`config.mk`:
```
export PLATFORM = sky130hd
export DESIGN_NAME = sevenseg_scan_flat
export DESIGN_NICKNAME = d
export VERILOG_FILES = /design/src/rtl/sevenseg_scan_if.sv /design/src/rtl/sevenseg_scan.sv /design/src/flat_wrapper.sv
export SDC_FILE = /design/constraint.sdc
export NUM_CORES = 1
export LEC_CHECK = 0
export CAP_MARGIN = 25
export CORE_ASPECT_RATIO = 0.7
export CORE_MARGIN = 8
export CORE_UTILIZATION = 48
export DETAILED_ROUTE_END_ITERATION = 7
export MAX_ROUTING_LAYER = met4
export PLACE_DENSITY = 0.78
export SETUP_SLACK_MARGIN = 0.2
export SLEW_MARGIN = 0
export SYNTH_ARGS = -nofsm -noshare
export SYNTH_HDL_FRONTEND = slang
export SYNTH_SLANG_ARGS = --single-unit
export TNS_END_PERCENT = 30
```
`constraint.sdc`:
```
create_clock -name clk -period 2.2 [get_ports clk]
set_input_delay 0.33 -clock clk [delete_from_list [all_inputs] [get_ports clk]]
set_output_delay 0.33 -clock clk [all_outputs]
set_load 0.005 [all_outputs]
```
`src/rtl/sevenseg_scan_if.sv`:
```
// Bundle between game logic and the multiplexed seven-segment scanner.
// master = value/mode producer, slave = scanner driving the display pins.
interface sevenseg_scan_if #(
  parameter int unsigned DIGITS = 2
);
  localparam int unsigned IW = $clog2(DIGITS);

  logic [4*DIGITS-1:0] value;
  logic [DIGITS-1:0]   dp_in;
  logic                load;
  logic                hex_mode;
  logic                lzs;
  logic                blank;
  logic [6:0]          seg;
  logic                dp;
  logic [DIGITS-1:0]   dig_sel;
  logic [IW-1:0]       dig_idx;
  logic                frame_done;

  modport master (
    output value, dp_in, load, hex_mode, lzs, blank,
    input  seg, dp, dig_sel, dig_idx, frame_done
  );

  modport slave (
    input  value, dp_in, load, hex_mode, lzs, blank,
    output seg, dp, dig_sel, dig_idx, frame_done
  );
endinterface

```
`src/rtl/sevenseg_scan.sv`:
```
// N-digit multiplexed seven-segment driver with double-buffered value updates,
// hex/decimal glyphs, per-digit decimal points, leading-zero suppression and blanking.
module sevenseg_scan #(
  parameter int unsigned DIGITS      = 2,
  parameter int unsigned REFRESH_DIV = 4
) (
  input logic           clk,
  input logic           reset,
  sevenseg_scan_if.slave bus
);
  localparam int unsigned IW = $clog2(DIGITS);
  localparam int unsigned CW = (REFRESH_DIV > 1) ? $clog2(REFRESH_DIV) : 1;
  localparam logic [CW-1:0] CntLast = CW'(REFRESH_DIV - 1);
  localparam logic [IW-1:0] IdxLast = IW'(DIGITS - 1);

  logic [CW-1:0]       cnt_q, cnt_d;
  logic [IW-1:0]       idx_q, idx_d;
  logic [4*DIGITS-1:0] disp_val_q, disp_val_d, pend_val_q, pend_val_d;
  logic [DIGITS-1:0]   disp_dp_q, disp_dp_d, pend_dp_q, pend_dp_d;
  logic                pend_v_q, pend_v_d;
  logic [6:0]          seg_q, seg_d;
  logic                dp_q, dp_d;
  logic [DIGITS-1:0]   dig_sel_q, dig_sel_d;
  logic                frame_done_q, frame_done_d;

  logic                digit_end, wrap, all_zero;
  logic [3:0]          nib;
  logic [DIGITS-1:0]   zero_from;

  function automatic logic [6:0] glyph(input logic [3:0] n, input logic hex);
    logic [6:0] g;
    g = '0;
    case (n)
      4'h0: g = 7'b0111111;
      4'h1: g = 7'b0000110;
      4'h2: g = 7'b1011011;
      4'h3: g = 7'b1001111;
      4'h4: g = 7'b1100110;
      4'h5: g = 7'b1101101;
      4'h6: g = 7'b1111101;
      4'h7: g = 7'b0000111;
      4'h8: g = 7'b1111111;
      4'h9: g = 7'b1101111;
      4'hA: g = hex ? 7'b1110111 : 7'b0000000;
      4'hB: g = hex ? 7'b1111100 : 7'b0000000;
      4'hC: g = hex ? 7'b0111001 : 7'b0000000;
      4'hD: g = hex ? 7'b1011110 : 7'b0000000;
      4'hE: g = hex ? 7'b1111001 : 7'b0000000;
      4'hF: g = hex ? 7'b1110001 : 7'b0000000;
    endcase
    return g;
  endfunction

  always_comb begin
    digit_end = (cnt_q == CntLast);
    wrap      = digit_end && (idx_q == IdxLast);
    cnt_d     = digit_end ? '0 : cnt_q + CW'(1);
    idx_d     = idx_q;
    if (digit_end) idx_d = wrap ? '0 : idx_q + IW'(1);

    pend_val_d = pend_val_q;
    pend_dp_d  = pend_dp_q;
    pend_v_d   = pend_v_q;
    disp_val_d = disp_val_q;
    disp_dp_d  = disp_dp_q;
    if (bus.load) begin
      pend_val_d = bus.value;
      pend_dp_d  = bus.dp_in;
      pend_v_d   = 1'b1;
    end
    // A load landing on the boundary edge bypasses the pending buffer.
    if (wrap) begin
      pend_v_d = 1'b0;
      if (bus.load) begin
        disp_val_d = bus.value;
        disp_dp_d  = bus.dp_in;
      end else if (pend_v_q) begin
        disp_val_d = pend_val_q;
        disp_dp_d  = pend_dp_q;
      end
    end
    frame_done_d = wrap;

    all_zero = 1'b1;
    for (int i = int'(DIGITS) - 1; i >= 0; i--) begin
      all_zero     = all_zero && (disp_val_q[4*i +: 4] == 4'h0);
      zero_from[i] = all_zero;
    end

    nib       = disp_val_q[{idx_q, 2'b00} +: 4];
    seg_d     = glyph(nib, bus.hex_mode);
    if (bus.lzs && (idx_q != '0) && zero_from[idx_q]) seg_d = '0;
    dp_d      = disp_dp_q[idx_q];
    dig_sel_d = DIGITS'(1) << idx_q;
    if (bus.blank) begin
      seg_d     = '0;
      dp_d      = 1'b0;
      dig_sel_d = '0;
    end
  end

  always_ff @(posedge clk or posedge reset) begin
    if (reset) begin
      cnt_q        <= '0;
      idx_q        <= '0;
      disp_val_q   <= '0;
      disp_dp_q    <= '0;
      pend_val_q   <= '0;
      pend_dp_q    <= '0;
      pend_v_q     <= 1'b0;
      seg_q        <= '0;
      dp_q         <= 1'b0;
      dig_sel_q    <= '0;
      frame_done_q <= 1'b0;
    end else begin
      cnt_q        <= cnt_d;
      idx_q        <= idx_d;
      disp_val_q   <= disp_val_d;
      disp_dp_q    <= disp_dp_d;
      pend_val_q   <= pend_val_d;
      pend_dp_q    <= pend_dp_d;
      pend_v_q     <= pend_v_d;
      seg_q        <= seg_d;
      dp_q         <= dp_d;
      dig_sel_q    <= dig_sel_d;
      frame_done_q <= frame_done_d;
    end
  end

  assign bus.seg        = seg_q;
  assign bus.dp         = dp_q;
  assign bus.dig_sel    = dig_sel_q;
  assign bus.dig_idx    = idx_q;
  assign bus.frame_done = frame_done_q;
endmodule

```
`src/flat_wrapper.sv`:
```
// flat-port wrapper written by rule: the top's interface ports become plain ports
module sevenseg_scan_flat 
#(
  parameter int unsigned DIGITS      = 2,
  parameter int unsigned REFRESH_DIV = 4
)
  (clk, reset, bus_value, bus_dp_in, bus_load, bus_hex_mode, bus_lzs, bus_blank, bus_seg, bus_dp, bus_dig_sel, bus_dig_idx, bus_frame_done);
  sevenseg_scan_if #(.DIGITS(DIGITS)) bus_i ();
  input logic clk;
  input logic reset;
  input wire logic [$bits(bus_i.value)-1:0] bus_value;
  input wire logic [$bits(bus_i.dp_in)-1:0] bus_dp_in;
  input wire logic [$bits(bus_i.load)-1:0] bus_load;
  input wire logic [$bits(bus_i.hex_mode)-1:0] bus_hex_mode;
  input wire logic [$bits(bus_i.lzs)-1:0] bus_lzs;
  input wire logic [$bits(bus_i.blank)-1:0] bus_blank;
  output wire logic [$bits(bus_i.seg)-1:0] bus_seg;
  output wire logic [$bits(bus_i.dp)-1:0] bus_dp;
  output wire logic [$bits(bus_i.dig_sel)-1:0] bus_dig_sel;
  output wire logic [$bits(bus_i.dig_idx)-1:0] bus_dig_idx;
  output wire logic [$bits(bus_i.frame_done)-1:0] bus_frame_done;
  assign bus_i.value = bus_value;
  assign bus_i.dp_in = bus_dp_in;
  assign bus_i.load = bus_load;
  assign bus_i.hex_mode = bus_hex_mode;
  assign bus_i.lzs = bus_lzs;
  assign bus_i.blank = bus_blank;
  assign bus_seg = bus_i.seg;
  assign bus_dp = bus_i.dp;
  assign bus_dig_sel = bus_i.dig_sel;
  assign bus_dig_idx = bus_i.dig_idx;
  assign bus_frame_done = bus_i.frame_done;
  sevenseg_scan #(.DIGITS(DIGITS), .REFRESH_DIV(REFRESH_DIV)) u_core (.clk(clk), .reset(reset), .bus(bus_i));
endmodule
```
==> Yosys cells after proc, flatten, opt, wreduce, memory -nomap -nowiden <==
Cells that the tools add are included.
{ "word_totals": {"input_bits": 16, "elab_cells": 65, "register_bits": 35, "out_inout_bits": 12} }
{ "classes": {"mux": 23, "magnitude_cmp": 1, "n_eq_ne": 16, "add_sub_neg": 2, "shifts": 2, "reduce_logical": 10} }
{ "op_table": {"columns": ["op", "count"], "rows": [
  ["$pmux W7 S16", 1],
  ["$mux W7", 7],
  ["$eq A4 B4 Y1 const B", 8],
  ["$eq A4 B3 Y1 const B", 4],
  ["$mux W8", 2],
  ["$logic_not A4 Y1", 3],
  ["$eq A4 B2 Y1 const B", 2],
  ["$mux W1", 8],
  ["$mux W2", 4],
  ["$shiftx A8 B4 Y4", 1],
  ["$mux W6", 1],
  ["$eq A4 B1 Y1 const B", 1],
  ["$logic_and A1 B1 Y1", 4],
  ["$reduce_bool A2 Y1", 2],
  ["$add A2 B1 Y2 const B", 1],
  ["$eq A2 B2 Y1 const B", 1],
  ["$lt A1 B2 Y1 const B", 1],
  ["$reduce_and A2 Y1", 1],
  ["$shl A1 B1 Y2 const A", 1],
  ["$add A1 B1 Y1 const B", 1]
]} }

==> Logic depth before layout (Yosys ltp) <==
{ "logic_depth": {"word_depth": 7, "depth_mapped": 6, "mapped_depth_nobuf": 4} }

==> Least setup slack after synthesis <==
No wires, ideal clock.
{ "synth_timing": {"path_kind": "flip-flop to flip-flop", "startpoint": "reg u_core.idx_q (netlist: u_core.bus.dig_idx)", "endpoint": "reg u_core.seg_q[0] (netlist: u_core.bus.seg[0])", "arrival_time_ns": 1.380, "path_slack_ns": 0.692, "t_required_ns": 2.072, "setup_time_ns": 0.128, "stages_incl_launch_ff": 7, "period_less_slack_ns": 1.508, "cell_sequence": "dfrtp_1 -> buf_6 -> mux2i_4 -> buf_4 -> o21ai_1 -> a222oi_1 -> nor2_1"} }
{ "synth_via": {"elab_chain_len": 5, "elab_cells_between_ends": 24} }
{ "synth_rtl": {"columns": ["element", "line", "text"], "rows": [
  ["start: declaration", "sevenseg_scan.sv:17", "logic [IW-1:0] idx_q, idx_d;"],
  ["start signal: assignment", "sevenseg_scan.sv:117", "idx_q <= idx_d;"],
  ["$shiftx A8 B4 Y4 or $mux W1 (tied branches)", "sevenseg_scan.sv:90, sevenseg_scan.sv:92", null],
  ["$eq A4 B4 Y1, or another cell as far along", "sevenseg_scan.sv:33", "case (n)"],
  ["$pmux W7 S16 or $logic_and A1 B1 Y1 (tied branches)", "sevenseg_scan.sv:33, sevenseg_scan.sv:92", null],
  ["$mux W7 *", "sevenseg_scan.sv:92", "if (bus.lzs && (idx_q != '0) && zero_from[idx_q]) seg_d = '0;"],
  ["$mux W7 *", "sevenseg_scan.sv:95", "if (bus.blank) begin"],
  ["named net u_core.seg_d[0]", "sevenseg_scan.sv:21", "logic [6:0] seg_q, seg_d;"],
  ["end signal: assignment", "sevenseg_scan.sv:123", "seg_q <= seg_d;"],
  ["end: declaration", "sevenseg_scan.sv:21", null]
]} }
The timed path passes the listed nets; every way through them passes the cells marked *. The select of a mux whose other input is x is not followed.
A chain may end at the register's enable or synchronous reset.

==> Worst setup path in the final report <==
{ "layout_timing": {"startpoint": "reg u_core.idx_q (netlist: u_core.bus.dig_idx)", "endpoint": "out bus_dig_idx"} }
{ "layout_lines": {"columns": ["element", "line", "text"], "rows": [
  ["end: declaration", "flat_wrapper.sv:20", "output wire logic [$bits(bus_i.dig_idx)-1:0] bus_dig_idx;"]
]} }
No word-level cell between the ends.

==> flow_summary_export.csv <==
group,metric,value,unit
setup_path,critical_path_peak_fanout,17,
hold_path,timing.hold.worst_endpoint,"u_core.cnt_q[0]$_DFF_PP0_",
route,drt-vias-per-instance,5.553,
clock_tree,post_cts.repair.setup_buffers,0,
timing,setup_viol,0,
route,wl_met3,244,um
placement,hpwlAfterDp,2305,um
power_and_ir_drop,power.share.clock,0.306,
power_and_ir_drop,net-switching-power,371.2,uW
clock_tree,clock-sinks,35,
logic_synthesis,synth.cell_area,0.001657,sq mm
logic_synthesis,synth_seq_cells,35,
hold_path,holdCritStartpoint,"u_core.cnt_q[0]$_DFF_PP0_",
placement,dpl.cell_count,198,
clock_tree,path_clk_slew,0.07,ns
global_route,grt_start_max_net_pins,36,
cells_and_area,most_common_cell_after_layout_fill_and_taps_aside,"sky130_fd_sc_hd__dfrtp_1",
logic_synthesis,ys.warnings.count,0,
timing,maxSlewHeadroom,0.7089,
setup_path,slowest_delay,0.56,ns
setup_path,critical_path_capture_point_type,"output port",
global_route,grt_antenna_before_repair,0,
timing,timing_worst_slew_pin_value,0.4366,ns
clock_tree,cts_htree_levels,2,
logic_synthesis,yosys-top-cells-area,"sky130_fd_sc_hd__dfrtp_1, sky130_fd_sc_hd__mux2_1, sky130_fd_sc_hd__mux2_2",
logic_synthesis,synthDominantAreaCellType,"sky130_fd_sc_hd__dfrtp_1",
placement,portBuffers,27,
timing,timing_max_transition_violations_final,0,
setup_path,timing.setup.critical_path_class,"reg2out",
cells_and_area,final_layout_size_suffix_gt1_frac,0.2244,
route,drt-wirelength-per-cell,15.97,um
clock_tree,cts_bufs_inserted,5,
logic_synthesis,syn_area_per_cell,13.58,sq um
timing,timing.setup.tns,0,ns
power_and_ir_drop,combinationalPowerShare,0.181,
logic_synthesis,postSynth.asyncResetShare,1.000,
run,cap_violations,0,
setup_path,reg2reg_to,"u_core.bus.seg[0]$_DFF_PP0_",
clock_tree,cts_resized,0,
global_route,grt_first_pass_wirelength,5533,um
hold_path,hold_path.class,"reg2reg",
logic_synthesis,synth-seq-area-share,0.5287,
route,detail_route.first_pass.iterations,5,
clock_tree,cts-root-to-sink-buffers,2,
cells_and_area,syn2layout_area_growth,23.72,%
logic_synthesis,number_of_instances_in_the_synthesized_netlist,122,
cells_and_area,fin_nets,172,
floorplanning,i_o_pin_count,28,
route,route.top_layer_used,"met4",
hold_path,timing.hold.worst_path_depth,1,
global_route,total_global_routing_overflow,0,
setup_path,crit_path_cell_trace,"buf_4 > clkdlybuf4s50_1",
setup_path,r2r_cells,5,
timing,post_route_clock_period_utilization,0.8088,
power_and_ir_drop,power.ir.vdd_worst,0.3764,mV
floorplanning,dieHeight,65.15,um
route,detail_route.drc_violations,0,
timing,period_minus_slack,1.779,ns
timing,final-hold-violation-count,0,
clock_tree,post_cts_hold_buffer_count,0,
power_and_ir_drop,seq_power_share,0.513,
timing,max_freq,562.0,MHz
clock_tree,cts-root-buf,"sky130_fd_sc_hd__clkbuf_8",
setup_path,register_to_register_setup_slack,0.43,ns
power_and_ir_drop,power.density,698.6,mW/mm^2
floorplanning,die_footprint,0.005617,sq mm
route,route.vias.total,1144,
logic_synthesis,synth_nets,139,
floorplanning,initial_core_utilization,0.4839,
cells_and_area,finalNonFillerCells,206,
clock_tree,clock_latency,0.28,ns
setup_path,worst_path_max_delay_cell,"sky130_fd_sc_hd__clkdlybuf4s50_1",
route,met2_wirelength,1521,um
setup_path,worstPathArrival,1.45,ns
route,drt-total-wl,3289,um
global_route,via_count_of_the_first_global_routing_pass,1152,
logic_synthesis,synth_largest_type_area_fraction,0.5287,
route,wl_met1,1424,um
power_and_ir_drop,power.static_leakage,0.0008470,uW
timing,final.setup_skew,0.004665,ns
floorplanning,design.core.area,0.003423,sq mm
route,first_iter_violations,107,
cells_and_area,antenna_diode_count,0,
floorplanning,floorplan.rows,18,
cells_and_area,layout_common_cells,"sky130_fd_sc_hd__dfrtp_1, sky130_fd_sc_hd__clkdlybuf4s50_1, sky130_fd_sc_hd__mux2_2, sky130_fd_sc_hd__mux2_1, sky130_fd_sc_hd__nor2_1",
logic_synthesis,post_synth_num_cell_types,40,
run_status,outcome,"completed",
global_route,grtUsageTotal,0.1313,
setup_path,cp_data_required_time,1.87,ns
logic_synthesis,dominantRegCellSynth,"sky130_fd_sc_hd__dfrtp_1",
logic_synthesis,synth_edf_count,0,
route,drtAntennaViolNets,0,
setup_path,crit-reg2reg-launch,"u_core.bus.dig_idx$_DFFE_PP0P_",
power_and_ir_drop,internal_power,1061,uW
clock_tree,cts_tree,"built",
placement,gp_congestion,0.8334,
timing,rsz0062_at_grt,"no",
floorplanning,chipWidth,86.22,um
setup_path,critPathLaunchType,"flip-flop",
power_and_ir_drop,switching_part_of_the_total,0.2593,
timing,fin_worst_hold_slack,0.4337,ns
[layer usage]
metal,vias up,track usage
met4,0,0.07692
met5,-,-
met2,52,0.1952
li1,518,-
met3,11,0.03985
met1,563,0.1560
[sequential cells by signal, indices dropped and copies added (netlist names)]
name and cells:
u_core.disp_val_q 8, u_core.pend_val_q 8, u_core.bus.seg 7, u_core.bus.dig_sel 2, u_core.cnt_q 2, u_core.disp_dp_q 2
u_core.pend_dp_q 2, u_core.bus.dig_idx 1, u_core.bus.dp 1, u_core.bus.frame_done 1, u_core.pend_v_q 1
[cell usage after synthesis, drive strengths merged, types with 2 or more instances]
library cell / n
inv: 2
mux2: 24
nand3: 3
a21oi: 4
mux2i: 6
nor2: 10
a21o: 2
and2: 2
o21ai: 7
nand2: 3
buf: 4
a221oi: 3
dfrtp: 35
o22ai: 3
[stage by stage]
stage / cell area (sq um) / setup WS (ns) / utilization / total power [uW]
6_report: 2049 / 0.4205 / 0.5987 / 1432
3_3_place_gp: 1968 / 0.4353 / 0.5749 / 988.9
5_1_grt: 2049 / 0.2629 / 0.5987 / 1500
4_1_cts: 2049 / 0.3986 / 0.5987 / 1444
2_1_floorplan: 1657 / 0.6921 / - / 897.6
3_5_place_dp: 1968 / 0.3941 / 0.5749 / 1003
[cell families (layout without fill, tap and decap cells)]
| family | after synthesis | count (layout) | synth area share |
|---|---|---|---|
| simple gates | 24 | 24 | 0.07553 |
| xor+xnor | 1 | 1 | 0.005288 |
| mux | 30 | 30 | 0.2334 |
| buf+inv | 6 | 40 | 0.03097 |
| fa+ha+maj | 1 | 1 | 0.007552 |
| compound gates | 25 | 25 | 0.1186 |
| flops | 35 | 35 | 0.5287 |
[power groups by stage]
stage          clock network [uW]  registers (uW)  logic, uW
4_1_cts                       450             734        260
2_1_floorplan                   0             740        157
3_3_place_gp                    0             742        247
5_1_grt                       475             741        284
3_5_place_dp                    0             745        257
6_report                      438             734        260
[worst max path at each step]
stage | startpoint | end | depth (start not counted)
2_1_floorplan | u_core.bus.dig_idx$_DFFE_PP0P_ | u_core.bus.seg[0]$_DFF_PP0_ | 6
3_3_place_gp | bus_load | u_core.disp_val_q[7]$_DFFE_PP0P_ | 4
3_5_place_dp | bus_load | u_core.disp_dp_q[1]$_DFFE_PP0P_ | 4
4_1_cts | u_core.bus.dig_idx$_DFFE_PP0P_ | bus_dig_idx | 2
5_1_grt | u_core.bus.dig_idx$_DFFE_PP0P_ | u_core.bus.seg[0]$_DFF_PP0_ | 5
6_report | u_core.bus.dig_idx$_DFFE_PP0P_ | bus_dig_idx | 2
[worst max-delay path, delay by kind of cell (launching register included)]
kind                   cells  cell delay (ns)
buffers and inverters      2             0.84
flip-flops                 1             0.32
[area by class of cell]
class	instances	area [sq um]
Fill cell	299	1374
Sequential cell	35	875.8
Multi-Input combinational cell	81	729.5
Timing Repair Buffer	30	292.8
Clock buffer	7	76.32
Tap cell	50	62.56
Inverter	2	7.507
Clock inverter	1	5.005
Power figures use the tool's default switching activity.
